--- src/rtl/mem_ctrl_fsm.sv ---
// Load/store/R-type decoder sequencing a variable-latency data memory; outputs settle 1 cycle after
// the sampling edge. Holds stall_i high while an access is outstanding; aborts after MAX_WAIT ACCESS cycles.
module mem_ctrl_fsm #(
   parameter int                  OPCODE_W = 7,
   parameter logic [OPCODE_W-1:0] OP_RTYPE = 7'b0110011,
   parameter logic [OPCODE_W-1:0] OP_LOAD  = 7'b0000011,
   parameter logic [OPCODE_W-1:0] OP_STORE = 7'b0100011,
   parameter int                  WAIT_W   = 4,
   parameter int                  MAX_WAIT = 15
) (
   input  logic                clk_i,
   input  logic                reset_n_i,
   input  logic                valid_i,
   input  logic [OPCODE_W-1:0] opcode_i,
   input  logic                mem_ready_i,
   output logic                mem_read_i,
   output logic                mem_write_i,
   output logic                mem_to_reg_i,
   output logic                reg_write_i,
   output logic                load_i,
   output logic                store_i,
   output logic                stall_i,
   output logic                timeout_i
);

   typedef enum logic [1:0] {
      ST_IDLE,
      ST_ACCESS,
      ST_WB,
      ST_ERR
   } state_t;

   localparam logic [WAIT_W-1:0] LAST_WAIT = WAIT_W'(MAX_WAIT - 1);

   if (MAX_WAIT < 1 || MAX_WAIT > (2 ** WAIT_W) - 1) begin : g_bad_max_wait
      $error("MAX_WAIT must lie in 1 .. 2**WAIT_W-1");
   end

   state_t              state_q, state_d;
   logic [WAIT_W-1:0]   wait_cnt_q, wait_cnt_d;
   logic                kind_load_q, kind_load_d;
   logic                mem_read_q, mem_read_d;
   logic                mem_write_q, mem_write_d;
   logic                mem_to_reg_q, mem_to_reg_d;
   logic                reg_write_q, reg_write_d;
   logic                load_q, load_d;
   logic                store_q, store_d;
   logic                stall_q, stall_d;
   logic                timeout_q, timeout_d;

   always_comb begin
      state_d      = state_q;
      wait_cnt_d   = wait_cnt_q;
      kind_load_d  = kind_load_q;
      mem_read_d   = 1'b0;
      mem_write_d  = 1'b0;
      mem_to_reg_d = 1'b0;
      reg_write_d  = 1'b0;
      load_d       = 1'b0;
      store_d      = 1'b0;
      stall_d      = 1'b0;
      timeout_d    = 1'b0;

      case (state_q)
         ST_IDLE: begin
            if (valid_i) begin
               if (opcode_i == OP_RTYPE) begin
                  reg_write_d = 1'b1;
               end else if (opcode_i == OP_LOAD) begin
                  state_d      = ST_ACCESS;
                  wait_cnt_d   = '0;
                  kind_load_d  = 1'b1;
                  mem_read_d   = 1'b1;
                  mem_to_reg_d = 1'b1;
                  load_d       = 1'b1;
                  stall_d      = 1'b1;
               end else if (opcode_i == OP_STORE) begin
                  state_d     = ST_ACCESS;
                  wait_cnt_d  = '0;
                  kind_load_d = 1'b0;
                  mem_write_d = 1'b1;
                  store_d     = 1'b1;
                  stall_d     = 1'b1;
               end
            end
         end

         ST_ACCESS: begin
            // A handshake on the last permitted cycle beats the timeout.
            if (mem_ready_i) begin
               if (kind_load_q) begin
                  state_d      = ST_WB;
                  reg_write_d  = 1'b1;
                  mem_to_reg_d = 1'b1;
                  load_d       = 1'b1;
                  stall_d      = 1'b1;
               end else begin
                  state_d = ST_IDLE;
               end
            end else if (wait_cnt_q == LAST_WAIT) begin
               state_d   = ST_ERR;
               timeout_d = 1'b1;
               stall_d   = 1'b1;
            end else begin
               wait_cnt_d   = wait_cnt_q + WAIT_W'(1);
               mem_read_d   = kind_load_q;
               mem_to_reg_d = kind_load_q;
               load_d       = kind_load_q;
               mem_write_d  = ~kind_load_q;
               store_d      = ~kind_load_q;
               stall_d      = 1'b1;
            end
         end

         ST_WB:   state_d = ST_IDLE;
         ST_ERR:  state_d = ST_IDLE;
         default: state_d = ST_IDLE;
      endcase
   end

   always_ff @(posedge clk_i or negedge reset_n_i) begin
      if (!reset_n_i) begin
         state_q      <= ST_IDLE;
         wait_cnt_q   <= '0;
         kind_load_q  <= 1'b0;
         mem_read_q   <= 1'b0;
         mem_write_q  <= 1'b0;
         mem_to_reg_q <= 1'b0;
         reg_write_q  <= 1'b0;
         load_q       <= 1'b0;
         store_q      <= 1'b0;
         stall_q      <= 1'b0;
         timeout_q    <= 1'b0;
      end else begin
         state_q      <= state_d;
         wait_cnt_q   <= wait_cnt_d;
         kind_load_q  <= kind_load_d;
         mem_read_q   <= mem_read_d;
         mem_write_q  <= mem_write_d;
         mem_to_reg_q <= mem_to_reg_d;
         reg_write_q  <= reg_write_d;
         load_q       <= load_d;
         store_q      <= store_d;
         stall_q      <= stall_d;
         timeout_q    <= timeout_d;
      end
   end

   assign mem_read_i   = mem_read_q;
   assign mem_write_i  = mem_write_q;
   assign mem_to_reg_i = mem_to_reg_q;
   assign reg_write_i  = reg_write_q;
   assign load_i       = load_q;
   assign store_i      = store_q;
   assign stall_i      = stall_q;
   assign timeout_i    = timeout_q;

endmodule

--- config.mk ---
export PLATFORM = sky130hd
export DESIGN_NAME = mem_ctrl_fsm
export DESIGN_NICKNAME = d
export VERILOG_FILES = /design/src/rtl/mem_ctrl_fsm.sv
export SDC_FILE = /design/constraint.sdc
export NUM_CORES = 1
export LEC_CHECK = 0
export CAP_MARGIN = 5
export CELL_PAD_IN_SITES_DETAIL_PLACEMENT = 1
export CELL_PAD_IN_SITES_GLOBAL_PLACEMENT = 1
export CORE_UTILIZATION = 47
export CTS_BUF_LIST = sky130_fd_sc_hd__clkbuf_4 sky130_fd_sc_hd__clkbuf_8 sky130_fd_sc_hd__clkbuf_16
export CTS_CLUSTER_DIAMETER = 120
export CTS_CLUSTER_SIZE = 20
export DETAILED_ROUTE_END_ITERATION = 12
export DONT_BUFFER_PORTS = 1
export GPL_TIMING_DRIVEN = 0
export PLACE_DENSITY_LB_ADDON = 0.3
export SLEW_MARGIN = 20
export SYNTH_ARGS = -nofsm -noshare
export SYNTH_HDL_FRONTEND = slang
export SYNTH_SLANG_ARGS = --single-unit
--- constraint.sdc ---
create_clock -name clk_i -period 4.23 [get_ports clk_i]
set_clock_uncertainty 0.2 [all_clocks]
set_input_delay 1.269 -clock clk_i [delete_from_list [all_inputs] [get_ports clk_i]]
set_output_delay 1.269 -clock clk_i [all_outputs]
set_load 0.02 [all_outputs]
* Word-level counts from Yosys, hierarchy flattened
Cells that the tools add are included.
Storage, ports and cells: memory bits (writable) 0, memory bits (read-only) 0, register bits after elaboration 13, memories kept 0, bits in latches 0, word-level logic and storage cells 77, output and inout bits 8, input port bits 11
Operators by class: $mul 0, multiplexer cells 45, add/sub/neg operators 1, bitwise gates (word level) 2, equality and inequality tests 13, shifts and indexed selects 0, magnitude comparators 0, divide/modulo/power cells 0, reductions and logical operators 7
Operators by type and width (count):
- 1-bit two-way mux | 25
- 4-bit two-way mux | 6
- 7-bit by 6-bit equality test with 1-bit output (second input constant) | 2
- 2-bit two-way mux | 7
- 1-bit case mux with 2 select lines | 5
- 2-bit inequality test (second input constant) | 4
- 4-bit case mux with 2 select lines | 1
- 4-bit AND reduction | 2
- 7-bit by 2-bit equality test with 1-bit output (second input constant) | 1
- 3-bit inequality test (second input constant) | 2
- 2-bit case mux with 3 select lines | 1
- 6-bit AND reduction | 1
- 4-bit by 1-bit adder with 4-bit output (second input constant) | 1
- 2-bit equality test (second input constant) | 2
- 4-bit equality test (second input constant) | 1
- 2-bit nonzero test | 2
- 2-bit by 1-bit equality test with 1-bit output (second input constant) | 1
- 2-bit logical NOT | 1
- 1-bit inverter | 2
- 2-bit OR reduction | 1

* Logic depth before layout (Yosys ltp)
Gate-level depths: netlist (run 1).
word-level depth 6, gate-level depth with buffers 5, mapped depth without buffers 5

* Least setup slack after synthesis (run 1)
Ideal clock, no wire load.
path type input -> register, start point in opcode_i[3], end point reg wait_cnt_q[2], data required time 3.904 ns, arrival time 2.547 ns, stages 4, setup time 0.126 ns, path buffers 1, slack 1.357 ns, path through or4b_4 -> or3_1 -> buf_6 -> a311o_1
On the way: cells in the longest elaborated chain, start to end 5, elaborated cells on any way between the ends 10, those cells by class eq/ne (5); mux (4); reduce/logical (1)
RTL lines:
- start, declared | RTL line 14 | input logic [OPCODE_W-1:0] opcode_i,
- 7-bit by 2-bit equality test with 1-bit output | RTL line 69 | end else if (opcode_i == OP_LOAD) begin
- 4-bit two-way mux | RTL line 69
- 4-bit two-way mux | RTL line 67 | if (opcode_i == OP_RTYPE) begin
- 4-bit two-way mux | RTL line 66 | if (valid_i) begin
- 4-bit case mux with 2 select lines | RTL line 64 | case (state_q)
- end signal, assigned | RTL line 136 | wait_cnt_q <= wait_cnt_d;
- end, declared | RTL line 40 | logic [WAIT_W-1:0] wait_cnt_q, wait_cnt_d;
Parallel ways exist; a longest one is shown, timed or not. The select of a mux whose other input is x is not followed. A chain may end at the register's enable or synchronous reset.

* Worst setup path after layout (run 1)
start point in mem_ready_i, end point reg wait_cnt_q[3]
On the way: cells in the longest elaborated chain, start to end 2
RTL lines:
- start, declared | RTL line 15 | input logic mem_ready_i,
- 2-bit inequality test (no line)
- 6-bit AND reduction (no line)
No other way between the ends.

==> tab_implementation.tex, run 1 <==
\begin{tabular}{lr}
\hline
Metric & Value \\
\hline
\multicolumn{2}{l}{\textbf{Placement}} \\
\quad Placement Cell Area & 648 um\^{}2 \\
\quad I/O Buffers & 0 \\
\quad Post-detailed-placement half-perimeter wirelength & 1080 um \\
\quad Final weighted congestion in routability-driven placement & 0.761 \\
\quad Pre-CTS WS & 1.30 ns \\
\multicolumn{2}{l}{\textbf{GRT}} \\
\quad Final global-route overflow total & 0 \\
\quad Maximum number of pins on one net before global-route repair & 14 \\
\quad Total track usage & 0.219 \\
\quad Vias in the first global route & 487 \\
\quad Initial antenna violation count & 0 \\
\quad Wire length of the first global-routing pass & 2130 um \\
\multicolumn{2}{l}{\textbf{Clock tree}} \\
\quad Number of gates resized after cts & 0 \\
\quad TritonCTS clock tree & yes \\
\quad Post-CTS repair timing setup buffer count & 0 \\
\quad Sink Count & 13 \\
\quad Number of hold buffers added after cts & 0 \\
\quad Clock latency on the worst-skew pair & 0.27 ns \\
\quad Clock Pin Slew Worst Setup and Hold Paths & 0.07 ns \\
\quad Number of H-tree branching levels & 1 \\
\quad Root Buffer & clkbuf\_4 \\
\quad Total CTS buffers & 3 \\
\quad Buffer levels on the longest clock path & 2 \\
\multicolumn{2}{l}{\textbf{Floorplanning}} \\
\quad Core area & 1170 um\^{}2 \\
\quad Die Y-Extent & 38.6 um \\
\quad Initial Utilization & 0.538 \\
\quad I/O pin cnt & 19 \\
\quad Die Outline Area & 1490 um\^{}2 \\
\quad Chip width & 38.6 um \\
\quad Row Count & 12 \\
\multicolumn{2}{l}{\textbf{Layout}} \\
\quad Non-Filler Cell Area, Final & 678 um\^{}2 \\
\quad Layout area overhead & 7.54\% \\
\quad Layout net count & 74 \\
\quad Fraction of layout instances using a drive strength above 1 & 0.183 \\
\quad Total of fill cells in the finished design & 135 \\
\quad Number of diodes added for antenna fixing & 0 \\
\quad Multi-input gate area in the final layout & 264 um\^{}2 \\
\quad Total area of sequential cells & 325 um\^{}2 \\
\multicolumn{2}{l}{\textbf{Yosys}} \\
\quad Post-Syn Nets & 69 \\
\quad Fraction of the yosys area taken by sequential cells & 0.516 \\
\quad Synthesized area & 631 um\^{}2 \\
\quad Number of library cell types mapped by synthesis & 25 \\
\quad Synthesized flop and latch total & 13 \\
\quad Synth Instances & 56 \\
\quad Mapped Avg Cell Area & 11.3 um\^{}2 \\
\quad Synth warnings & 0 \\
\multicolumn{2}{l}{\textbf{Detailed routing}} \\
\quad Length of the first detailed-routing pass in iterations & 4 \\
\quad Iteration-0 DRC Markers & 3 \\
\quad Detailed-route vias per instance & 6.31 \\
\quad Detailed-route via count & 467 \\
\quad Average wire per standard cell & 19.1 um \\
\quad Total DRC errors in the routed layout & 0 \\
\quad Wire length reported by the detailed router & 1420 um \\
\quad Number of nets with antenna violations after routing & 0 \\
\multicolumn{2}{l}{\textbf{Min path}} \\
\quad Startpoint of the most critical hold path & wait\_cnt\_q[0] \\
\quad Class of the most critical hold timing path & reg2reg \\
\quad Number of stages on the worst hold path & 1 \\
\multicolumn{2}{l}{\textbf{STA}} \\
\quad Transition time at the pin with the least slew margin & 0.317 ns \\
\quad Minimum clock period & 2.67 ns \\
\quad Worst max-slew margin expressed relative to the limit & 0.789 \\
\quad Max Slew Vio Count & 0 \\
\quad Accumulated negative setup slack & 0 ns \\
\quad Unrepaired setup endpoints after global routing & no \\
\quad Final-report hold violation count & 0 \\
\quad Final Setup Violations & 0 \\
\quad Smallest setup slack after layout & 1.56 ns \\
\quad Max Clock Freq & 0.374 GHz \\
\quad Tcrit/Tclk final & 0.631 \\
\multicolumn{2}{l}{\textbf{Run status}} \\
\quad Status & finished clean \\
\multicolumn{2}{l}{\textbf{Critical path}} \\
\quad Worst setup EP type & register \\
\quad Worst Path Max Fanout & 7 \\
\quad Startpoint of the worst-slack reg-to-reg timing path & state\_q[1] \\
\quad Timing endpoint of the critical path & wait\_cnt\_q[3] \\
\quad Endpoint of the most critical register-to-register path & wait\_cnt\_q[3] \\
\quad Kind of critical path & in2reg \\
\quad Startpoint Class & input pin \\
\quad Signal arrival time at the worst endpoint & 2.62 ns \\
\quad Critical path startpoint & mem\_ready\_i \\
\quad Required time of the worst setup path & 4.18 ns \\
\quad Worst R2R Setup Slack & 2.10 ns \\
\quad Cell count of the worst reg-to-reg path & 4 \\
\multicolumn{2}{l}{\textbf{Flow run}} \\
\quad Count of maximum capacitance violations & 0 \\
\multicolumn{2}{l}{\textbf{Pwr}} \\
\quad Pwr Density & 344 nW/um\^{}2 \\
\quad Leakage dissipation & 0.331 nW \\
\quad Peak supply drop & 0.000190 V \\
\quad Pwr Total & 0.233 mW \\
\hline
\end{tabular}
## Yosys cell counts
library cell,n,share of area
buf_4,2,0.024
o211ai_1,1,0.012
clkbuf_1,1,0.0059
or4b_4,1,0.022
or3b_2,1,0.014
a311o_1,2,0.032
mux2i_1,3,0.048
nor2b_1,2,0.020
and3_1,2,0.020
nand4bb_1,1,0.018
nor3_1,3,0.024
nor2_1,2,0.012
nand2b_1,2,0.020
buf_6,1,0.018
a31o_2,2,0.028
ha_1,2,0.040
or3_1,1,0.0099
inv_1,3,0.018
nand2_1,2,0.012
nand3_1,2,0.016
nor3b_1,2,0.024
o32ai_1,1,0.014
o22ai_1,2,0.020
dfrtp_1,13,0.52
o21ai_0,2,0.016
## worst max-delay path: stages
cell and delay (ns):
or3b_2 0.44, clkbuf_1 0.20, nand2b_1 0.31, a311o_1 0.41
## final cells by class
| class | instances | share of cell area |
|---|---|---|
| Multi-Input combinational cell | 36 | 0.389 |
| Clock buffer | 4 | 0.0443 |
| Tap cell | 14 | 0.0258 |
| Inverter | 3 | 0.0166 |
| Sequential cell | 13 | 0.480 |
| Buffer | 4 | 0.0443 |
## cell usage in the layout, fill, tap and decap left out
master      n
dfrtp_1    13
clkbuf_4    4
inv_1       3
nor3_1      3
mux2i_1     3
nand3_1     2
nand2b_1    2
o22ai_1     2
nor2b_1     2
o21ai_0     2
nand2_1     2
a31o_2      2
nor2_1      2
and3_1      2
nor3b_1     2
a311o_1     2
ha_1        2
buf_4       2
nand4bb_1   1
or4b_4      1
or3_1       1
buf_6       1
or3b_2      1
clkbuf_1    1
o211ai_1    1
o32ai_1     1
## sequential cells by signal, indices dropped and copies added, names as in the netlist
signal       flops
wait_cnt_q       4
timeout_i        1
reg_write_i      1
kind_load_q      1
load_i           1
mem_read_i       1
store_i          1
state_q          2
stall_i          1
## worst min-delay path by stage
stage                          to  slack (ns)
global placement    wait_cnt_q[0]        0.32
floorplan           wait_cnt_q[0]        0.30
detailed placement  wait_cnt_q[0]        0.36
CTS                 wait_cnt_q[0]        0.37
finish              wait_cnt_q[0]        0.36
global route        wait_cnt_q[0]        0.38
## report_power, final
part	total [mW]	switching, mW	leakage [nW]	internal, mW
Clock	0.0821	0.0392	0.0184	0.0429
Combinational	0.0141	0.00649	0.137	0.00760
Sequential	0.137	0.00757	0.176	0.129
Total	0.233	0.0533	0.331	0.180
## cells by family after synthesis
family	after synthesis	share of synthesized area
AOI/OAI and AO/OA	10	0.121
adders and majority gates	2	0.0397
DFF	13	0.516
muxes	3	0.0476
and+or+nand+nor	21	0.210
buffers and inverters	7	0.0655
## layer usage
metal  wire length (um)  part of all wire  track usage  vias to the layer above
li1                   -                 -            -                      216
met1                618              0.44        0.259                      229
met2                725              0.51        0.375                       20
met3                 63             0.045       0.0405                        2
met4                  7            0.0049        0.103                        0
met5                  0                 0            0                        -
## metrics by stage
stage          utilization  cells  hold WS (ns)
6_report             0.579     74         0.365
3_5_place_dp         0.553     70         0.356
4_1_cts              0.579     74         0.368
5_1_grt              0.579     74         0.379
2_1_floorplan            -     56         0.298
3_3_place_gp         0.553     70         0.325
No activity file was read; power rests on OpenSTA's default activity.
==> inputs of run 2 (changes only) <==
CORE_UTILIZATION = 44   (was 47)
clock period = 2.6 ns   (was 4.23 ns; I/O delays follow)
==> tab_implementation.tex, run 2 (same netlist as run 1, synthesis figures left out) <==
\begin{tabular}{lr}
\hline
Metric & Value \\
\hline
\multicolumn{2}{l}{\textbf{Run status}} \\
\quad Status & finished clean \\
\multicolumn{2}{l}{\textbf{Floorplanning}} \\
\quad Initial Utilization & 0.479 (-0.0598) \\
\quad Chip width & 39.9 um (+3.2\%) \\
\quad Row Count & 13 (+1) \\
\quad I/O pin cnt & 19 (unchanged) \\
\quad Die Y-Extent & 39.9 um (+3.2\%) \\
\quad Core area & 1320 um\^{}2 (+13\%) \\
\quad Die Outline Area & 1590 um\^{}2 (+6.4\%) \\
\multicolumn{2}{l}{\textbf{Clock tree}} \\
\quad Post-CTS repair timing setup buffer count & 0 (unchanged) \\
\quad Clock latency on the worst-skew pair & 0.28 ns (about the same) \\
\quad Number of H-tree branching levels & 1 (unchanged) \\
\quad Buffer levels on the longest clock path & 2 (unchanged) \\
\quad Clock Pin Slew Worst Setup and Hold Paths & 0.08 ns (about the same) \\
\quad Total CTS buffers & 3 (unchanged) \\
\quad Root Buffer & clkbuf\_4 \\
\quad Sink Count & 13 (unchanged) \\
\quad TritonCTS clock tree & yes \\
\multicolumn{2}{l}{\textbf{Layout}} \\
\quad Max reg flops & 4 (unchanged) \\
\quad Most common library cell in the layout ignoring fill and taps & dfrtp\_1 \\
\quad Multi-input gate area in the final layout & 264 um\^{}2 (unchanged) \\
\quad Total of fill cells in the finished design & 149 (+10\%) \\
\quad Layout net count & 75 (+1.4\%) \\
\quad Total area of sequential cells & 325 um\^{}2 (unchanged) \\
\quad Registers with the highest flip-flop counts & wait\_cnt\_q: 4 flops, state\_q: 2 flops \\
\quad Layout area overhead & 9.33\% \\
\quad Number of diodes added for antenna fixing & 0 (unchanged) \\
\quad Fraction of layout instances using a drive strength above 1 & 0.180 (-0.00301) \\
\quad Commonest cells after routing, fill and taps aside & 13 x dfrtp\_1, 4 x clkbuf\_4, 3 x inv\_1, 3 x nor3\_1, 3 x mux2i\_1 \\
\quad Top register by number of flip-flops & wait\_cnt\_q \\
\multicolumn{2}{l}{\textbf{STA}} \\
\quad Final-report hold violation count & 0 (unchanged) \\
\quad Tcrit/Tclk final & 0.822 \\
\quad Accumulated negative setup slack & 0 ns (unchanged) \\
\quad Final Setup Violations & 0 (unchanged) \\
\quad Unrepaired setup endpoints after global routing & no \\
\quad Worst Hold Slack & 0.335 ns (-0.0299 ns) \\
\quad Max Slew Vio Count & 0 (unchanged) \\
\quad Transition time at the pin with the least slew margin & 0.579 ns (+0.262 ns) \\
\quad Max Clock Freq & 0.468 GHz \\
\quad Worst max-slew margin expressed relative to the limit & 0.613 (-0.176) \\
\quad Minimum clock period & 2.14 ns \\
\multicolumn{2}{l}{\textbf{Critical path}} \\
\quad Worst R2R Setup Slack & 0.52 ns (-1.58 ns) \\
\quad Bufs and invs on worst path & 1 (unchanged) \\
\quad Timing endpoint of the critical path & wait\_cnt\_q[3] \\
\quad Worst Path Max Fanout & 9 (+2) \\
\quad Cell count of the worst reg-to-reg path & 4 (unchanged) \\
\quad Kind of critical path & in2reg \\
\quad CP cell instances & or4b\_4 > or3\_1 > buf\_6 > a311o\_1 \\
\quad Startpoint Class & input pin \\
\quad Endpoint of the most critical register-to-register path & wait\_cnt\_q[3] \\
\quad Worst path slowest cell & or4b\_4 \\
\quad Critical path's largest stage delay & 0.52 ns (+0.08 ns) \\
\quad Required time of the worst setup path & 2.57 ns (-1.61 ns) \\
\quad Signal arrival time at the worst endpoint & 2.10 ns (-0.52 ns) \\
\quad Critical Path Stages & 4 (unchanged) \\
\quad Startpoint of the worst-slack reg-to-reg timing path & state\_q[1] \\
\quad Largest delay contributor family on the critical path & simple AND/OR/NAND/NOR gates \\
\quad Worst setup EP type & register \\
\quad Critical path startpoint & opcode\_i[3] \\
\multicolumn{2}{l}{\textbf{Pwr}} \\
\quad Leakage dissipation & 0.336 nW (+1.3\%) \\
\quad Peak supply drop & 0.000288 V (+51\%) \\
\quad Pwr Density & 564 nW/um\^{}2 (+64\%) \\
\multicolumn{2}{l}{\textbf{Detailed routing}} \\
\quad Length of the first detailed-routing pass in iterations & 4 (unchanged) \\
\quad Detailed-route vias per instance & 5.96 (-5.6\%) \\
\quad Total DRC errors in the routed layout & 0 (unchanged) \\
\quad Average wire per standard cell & 18.9 um (-1.4\%) \\
\quad Detailed-route via count & 453 (-3.0\%) \\
\quad Wire length reported by the detailed router & 1430 um (+1.3\%) \\
\quad Number of nets with antenna violations after routing & 0 (unchanged) \\
\quad Iteration-0 DRC Markers & 3 (unchanged) \\
\multicolumn{2}{l}{\textbf{Placement}} \\
\quad Post-detailed-placement half-perimeter wirelength & 1070 um (-1.5\%) \\
\quad Final weighted congestion in routability-driven placement & 0.767 (+0.89\%) \\
\quad I/O Buffers & 0 (unchanged) \\
\multicolumn{2}{l}{\textbf{GRT}} \\
\quad Maximum number of pins on one net before global-route repair & 14 (unchanged) \\
\quad Wire length of the first global-routing pass & 2300 um (+8.4\%) \\
\quad Vias in the first global route & 475 (-2.5\%) \\
\quad Total track usage & 0.245 (+0.0267) \\
\quad Final global-route overflow total & 0 (unchanged) \\
\quad Initial antenna violation count & 0 (unchanged) \\
\multicolumn{2}{l}{\textbf{Flow run}} \\
\quad Count of maximum capacitance violations & 0 (unchanged) \\
\multicolumn{2}{l}{\textbf{Min path}} \\
\quad Class of the most critical hold timing path & reg2reg \\
\hline
\end{tabular}
run 2: cell types whose count changed in the layout (fill, tap and decap cells not counted), sizes merged:
cell / delta
dlygate4sd3: +1
run 2: power breakdown:
group          switching [mW]  internal, mW  leakage, nW
clock network          0.0682        0.0700       0.0184
registers              0.0116         0.210        0.176
logic                  0.0147        0.0137        0.141
total                  0.0946         0.294        0.336
run 2: per-stage QoR:
step	util	instance area (um^2)	total power [mW]	cells	worst slack [ns]
after floorplan	-	631	0.242	56	0.216
after global placement	0.493	649	0.246	71	0.187
after detailed placement	0.493	649	0.250	71	0.173
after CTS	0.523	689	0.392	76	0.456
after global routing	0.523	689	0.409	76	0.412
final	0.523	689	0.388	76	0.462
run 2: worst register-to-register path, cell delays in order (launching register included):
cell      delay (ns)
dfrtp_1         0.41
or3b_2          0.47
clkbuf_1        0.20
nand2b_1        0.29
a311o_1         0.40
run 2: layer usage:
layer	GRT usage	wire length [um]	vias up
met4	0.129	12	0
li1	-	-	213
met5	0	0	-
met1	0.268	571	223
met2	0.418	796	15
met3	0.0739	52	2
run 2: worst min-delay path by stage:
stage               cells after the start  slack (ns)             to     startpoint
floorplan                               0        0.28    kind_load_q      reset_n_i
global placement                        0        0.28        store_i      reset_n_i
detailed placement                      0        0.28    kind_load_q      reset_n_i
CTS                                     1        0.34  wait_cnt_q[0]  wait_cnt_q[0]
global route                            1        0.36    kind_load_q    opcode_i[5]
finish                                  1        0.33  wait_cnt_q[0]  wait_cnt_q[0]
run 2: final cells by class:
| type | count | share of cell area |
|---|---|---|
| Multi-Input combinational cell | 36 | 0.383 |
| Clock buffer | 4 | 0.0436 |
| Inverter | 3 | 0.0163 |
| Timing Repair Buffer | 1 | 0.0145 |
| Buffer | 4 | 0.0436 |
| Sequential cell | 13 | 0.472 |
| Tap cell | 15 | 0.0272 |
run 2: repair_timing:
item,in CTS,in global routing
hold endpoints to repair,13,0
resized for setup,0,0
hold buffers,1,0
==> inputs of run 3 (changes only) <==
CORE_UTILIZATION = 40   (was 44)
clock period = 1.85 ns   (was 2.6 ns; I/O delays follow)
==> tab_implementation.tex, run 3 (same netlist as run 1, synthesis figures left out) <==
\begin{tabular}{lr}
\hline
Metric & Value \\
\hline
\multicolumn{2}{l}{\textbf{Clock tree}} \\
\quad Clock Pin Slew Worst Setup and Hold Paths & 0.07 ns (about the same) \\
\quad Sink Count & 13 (unchanged) \\
\quad Root Buffer & clkbuf\_4 \\
\quad Buffer levels on the longest clock path & 2 (unchanged) \\
\quad TritonCTS clock tree & yes \\
\quad Total CTS buffers & 3 (unchanged) \\
\quad Number of H-tree branching levels & 1 (unchanged) \\
\quad Clock latency on the worst-skew pair & 0.28 ns (about the same) \\
\multicolumn{2}{l}{\textbf{Detailed routing}} \\
\quad Total DRC errors in the routed layout & 0 (unchanged) \\
\quad Number of nets with antenna violations after routing & 0 (unchanged) \\
\quad Length of the first detailed-routing pass in iterations & 1 (-3) \\
\quad Detailed-route vias per instance & 5.95 (-0.20\%) \\
\quad Routed wire length on met2 & 679 um (-15\%) \\
\quad Iteration-0 DRC Markers & 0 (-3) \\
\quad Detailed-route via count & 464 (+2.4\%) \\
\quad Routed length on met3 & 74 um (+42\%) \\
\quad Met1 wire length & 517 um (-9.5\%) \\
\quad Average wire per standard cell & 16.7 um (-12\%) \\
\quad Wire length reported by the detailed router & 1300 um (-9.2\%) \\
\quad Top layer used by detailed routing & met4 \\
\multicolumn{2}{l}{\textbf{Placement}} \\
\quad I/O Buffers & 0 (unchanged) \\
\quad Placed Instances & 71 (unchanged) \\
\quad Placement Cell Area & 649 um\^{}2 (unchanged) \\
\quad Post-detailed-placement half-perimeter wirelength & 985 um (-7.7\%) \\
\quad Final weighted congestion in routability-driven placement & 0.759 (-1.1\%) \\
\multicolumn{2}{l}{\textbf{Floorplanning}} \\
\quad Die Outline Area & 1740 um\^{}2 (+9.5\%) \\
\quad Die Y-Extent & 41.7 um (+4.6\%) \\
\quad Core area & 1380 um\^{}2 (+4.9\%) \\
\quad Row Count & 13 (unchanged) \\
\quad Chip width & 41.7 um (+4.6\%) \\
\quad Initial Utilization & 0.456 (-0.0225) \\
\quad I/O pin cnt & 19 (unchanged) \\
\multicolumn{2}{l}{\textbf{STA}} \\
\quad Unrepaired setup endpoints after global routing & yes \\
\quad Minimum clock period & 1.88 ns \\
\quad Final Setup Violations & 2 (+2) \\
\quad Max Slew Vio Count & 0 (unchanged) \\
\quad Transition time at the pin with the least slew margin & 0.569 ns (-0.0103 ns) \\
\quad Final-report hold violation count & 0 (unchanged) \\
\quad Accumulated negative setup slack & -0.0488 ns (-0.0488 ns) \\
\quad Tcrit/Tclk final & 1.02 \\
\quad Worst max-slew margin expressed relative to the limit & 0.620 (+0.00692) \\
\quad Max Clock Freq & 0.532 GHz \\
\quad Smallest setup slack after layout & -0.0291 ns (-0.491 ns) \\
\multicolumn{2}{l}{\textbf{GRT}} \\
\quad Maximum number of pins on one net before global-route repair & 14 (unchanged) \\
\quad Vias in the first global route & 506 (+6.5\%) \\
\quad Initial antenna violation count & 0 (unchanged) \\
\quad Total track usage & 0.189 (-0.0565) \\
\quad Final global-route overflow total & 0 (unchanged) \\
\quad Wire length of the first global-routing pass & 2320 um (+0.61\%) \\
\multicolumn{2}{l}{\textbf{Critical path}} \\
\quad Worst Path Max Fanout & 6 (-3) \\
\quad Signal arrival time at the worst endpoint & 1.85 ns (-0.25 ns) \\
\quad Kind of critical path & in2reg \\
\quad Startpoint Class & input pin \\
\quad Worst setup EP type & register \\
\quad Required time of the worst setup path & 1.82 ns (-0.75 ns) \\
\multicolumn{2}{l}{\textbf{Layout}} \\
\quad Number of diodes added for antenna fixing & 0 (unchanged) \\
\quad Layout net count & 77 (+2.7\%) \\
\quad Top register by number of flip-flops & wait\_cnt\_q \\
\quad Total of fill cells in the finished design & 151 (+1.3\%) \\
\quad Non-Filler Cell Area, Final & 713 um\^{}2 (+3.4\%) \\
\quad Non-Filler Instances & 78 (+2.6\%) \\
\quad Layout area overhead & 13.1\% \\
\quad Most common library cell in the layout ignoring fill and taps & dfrtp\_1 \\
\quad Fraction of layout instances using a drive strength above 1 & 0.238 (+0.0578) \\
\quad Commonest cells after routing, fill and taps aside & 13 x dfrtp\_1, 5 x buf\_4, 4 x clkbuf\_4 \\
\quad Max reg flops & 4 (unchanged) \\
\quad Registers with the highest flip-flop counts & wait\_cnt\_q: 4 flops, state\_q: 2 flops \\
\multicolumn{2}{l}{\textbf{Pwr}} \\
\quad Peak supply drop & 0.000451 V (+57\%) \\
\quad Leakage dissipation & 0.349 nW (+4.0\%) \\
\quad Pwr Density & 757 nW/um\^{}2 (+34\%) \\
\multicolumn{2}{l}{\textbf{Run status}} \\
\quad Status & complete, but fails checks \\
\quad Violated checks & negative setup slack \\
\multicolumn{2}{l}{\textbf{Min path}} \\
\quad Class of the most critical hold timing path & in2reg \\
\multicolumn{2}{l}{\textbf{Flow run}} \\
\quad Count of maximum capacitance violations & 0 (unchanged) \\
\hline
\end{tabular}
==> run 3: what timing repair did <==
| item | CTS | global route |
|---|---|---|
| setup endpoints to repair | 3 | 2 |
| setup buffers | 3 | 0 |
| hold endpoints to repair | 13 | 0 |
| resized for setup | 2 | 0 |
| hold buffers | 1 | 0 |
==> run 3: routing by layer <==
metal,global-route usage,vias to the layer above
li1,-,216
met1,0.193,225
met2,0.322,20
met3,0.0696,3
met4,0.116,0
met5,0,-
==> run 3: per-stage QoR <==
step | setup slack, ns | power, mW | utilization | hold slack (ns)
after detailed placement | -0.355 | 0.349 | 0.470 | 0.0597
after CTS | -0.0113 | 0.552 | 0.516 | 0.142
after global routing | -0.0428 | 0.569 | 0.516 | 0.146
final | -0.0291 | 0.540 | 0.516 | 0.155
after floorplan | -0.309 | 0.340 | - | 0.0594
after global placement | -0.335 | 0.346 | 0.470 | 0.0597
==> run 3: worst max-delay path, stage by stage <==
cell and delay (ns):
or4b_4 0.52, or3_1 0.33, buf_6 0.14, a311o_1 0.30
==> run 3: power breakdown <==
group,leakage [nW],total [mW],internal (mW),switching (mW)
Combinational,0.155,0.0392,0.0200,0.0192
Clock,0.0184,0.189,0.0986,0.0907
Sequential,0.176,0.311,0.296,0.0157
==> run 3: path summary, 6_finish.rpt <==
kind / from / endpoint / slack [ns] / depth (start not counted)
worst max-delay path: opcode_i[3] / wait_cnt_q[3] / -0.03 / 4
worst min-delay path: opcode_i[5] / kind_load_q / 0.15 / 1
worst max register to register: state_q[1] / wait_cnt_q[3] / 0.05 / 3
worst min register to register: wait_cnt_q[0] / wait_cnt_q[0] / 0.33 / 1
max in group asynchronous: reset_n_i / reg_write_i / 0.58 / 1
min in group asynchronous: reset_n_i / wait_cnt_q[3] / 0.50 / 1
==> run 3: layout make-up <==
cell class              instances  area (um^2)  area share
flip-flops and latches         13          325       0.456
multi-input cells              36          269       0.377
repair buffers                  4         32.5      0.0456
clock buffers                   4         30.0      0.0421
plain buffers                   3         26.3      0.0368
well taps                      15         18.8      0.0263
inverters                       3         11.3      0.0158
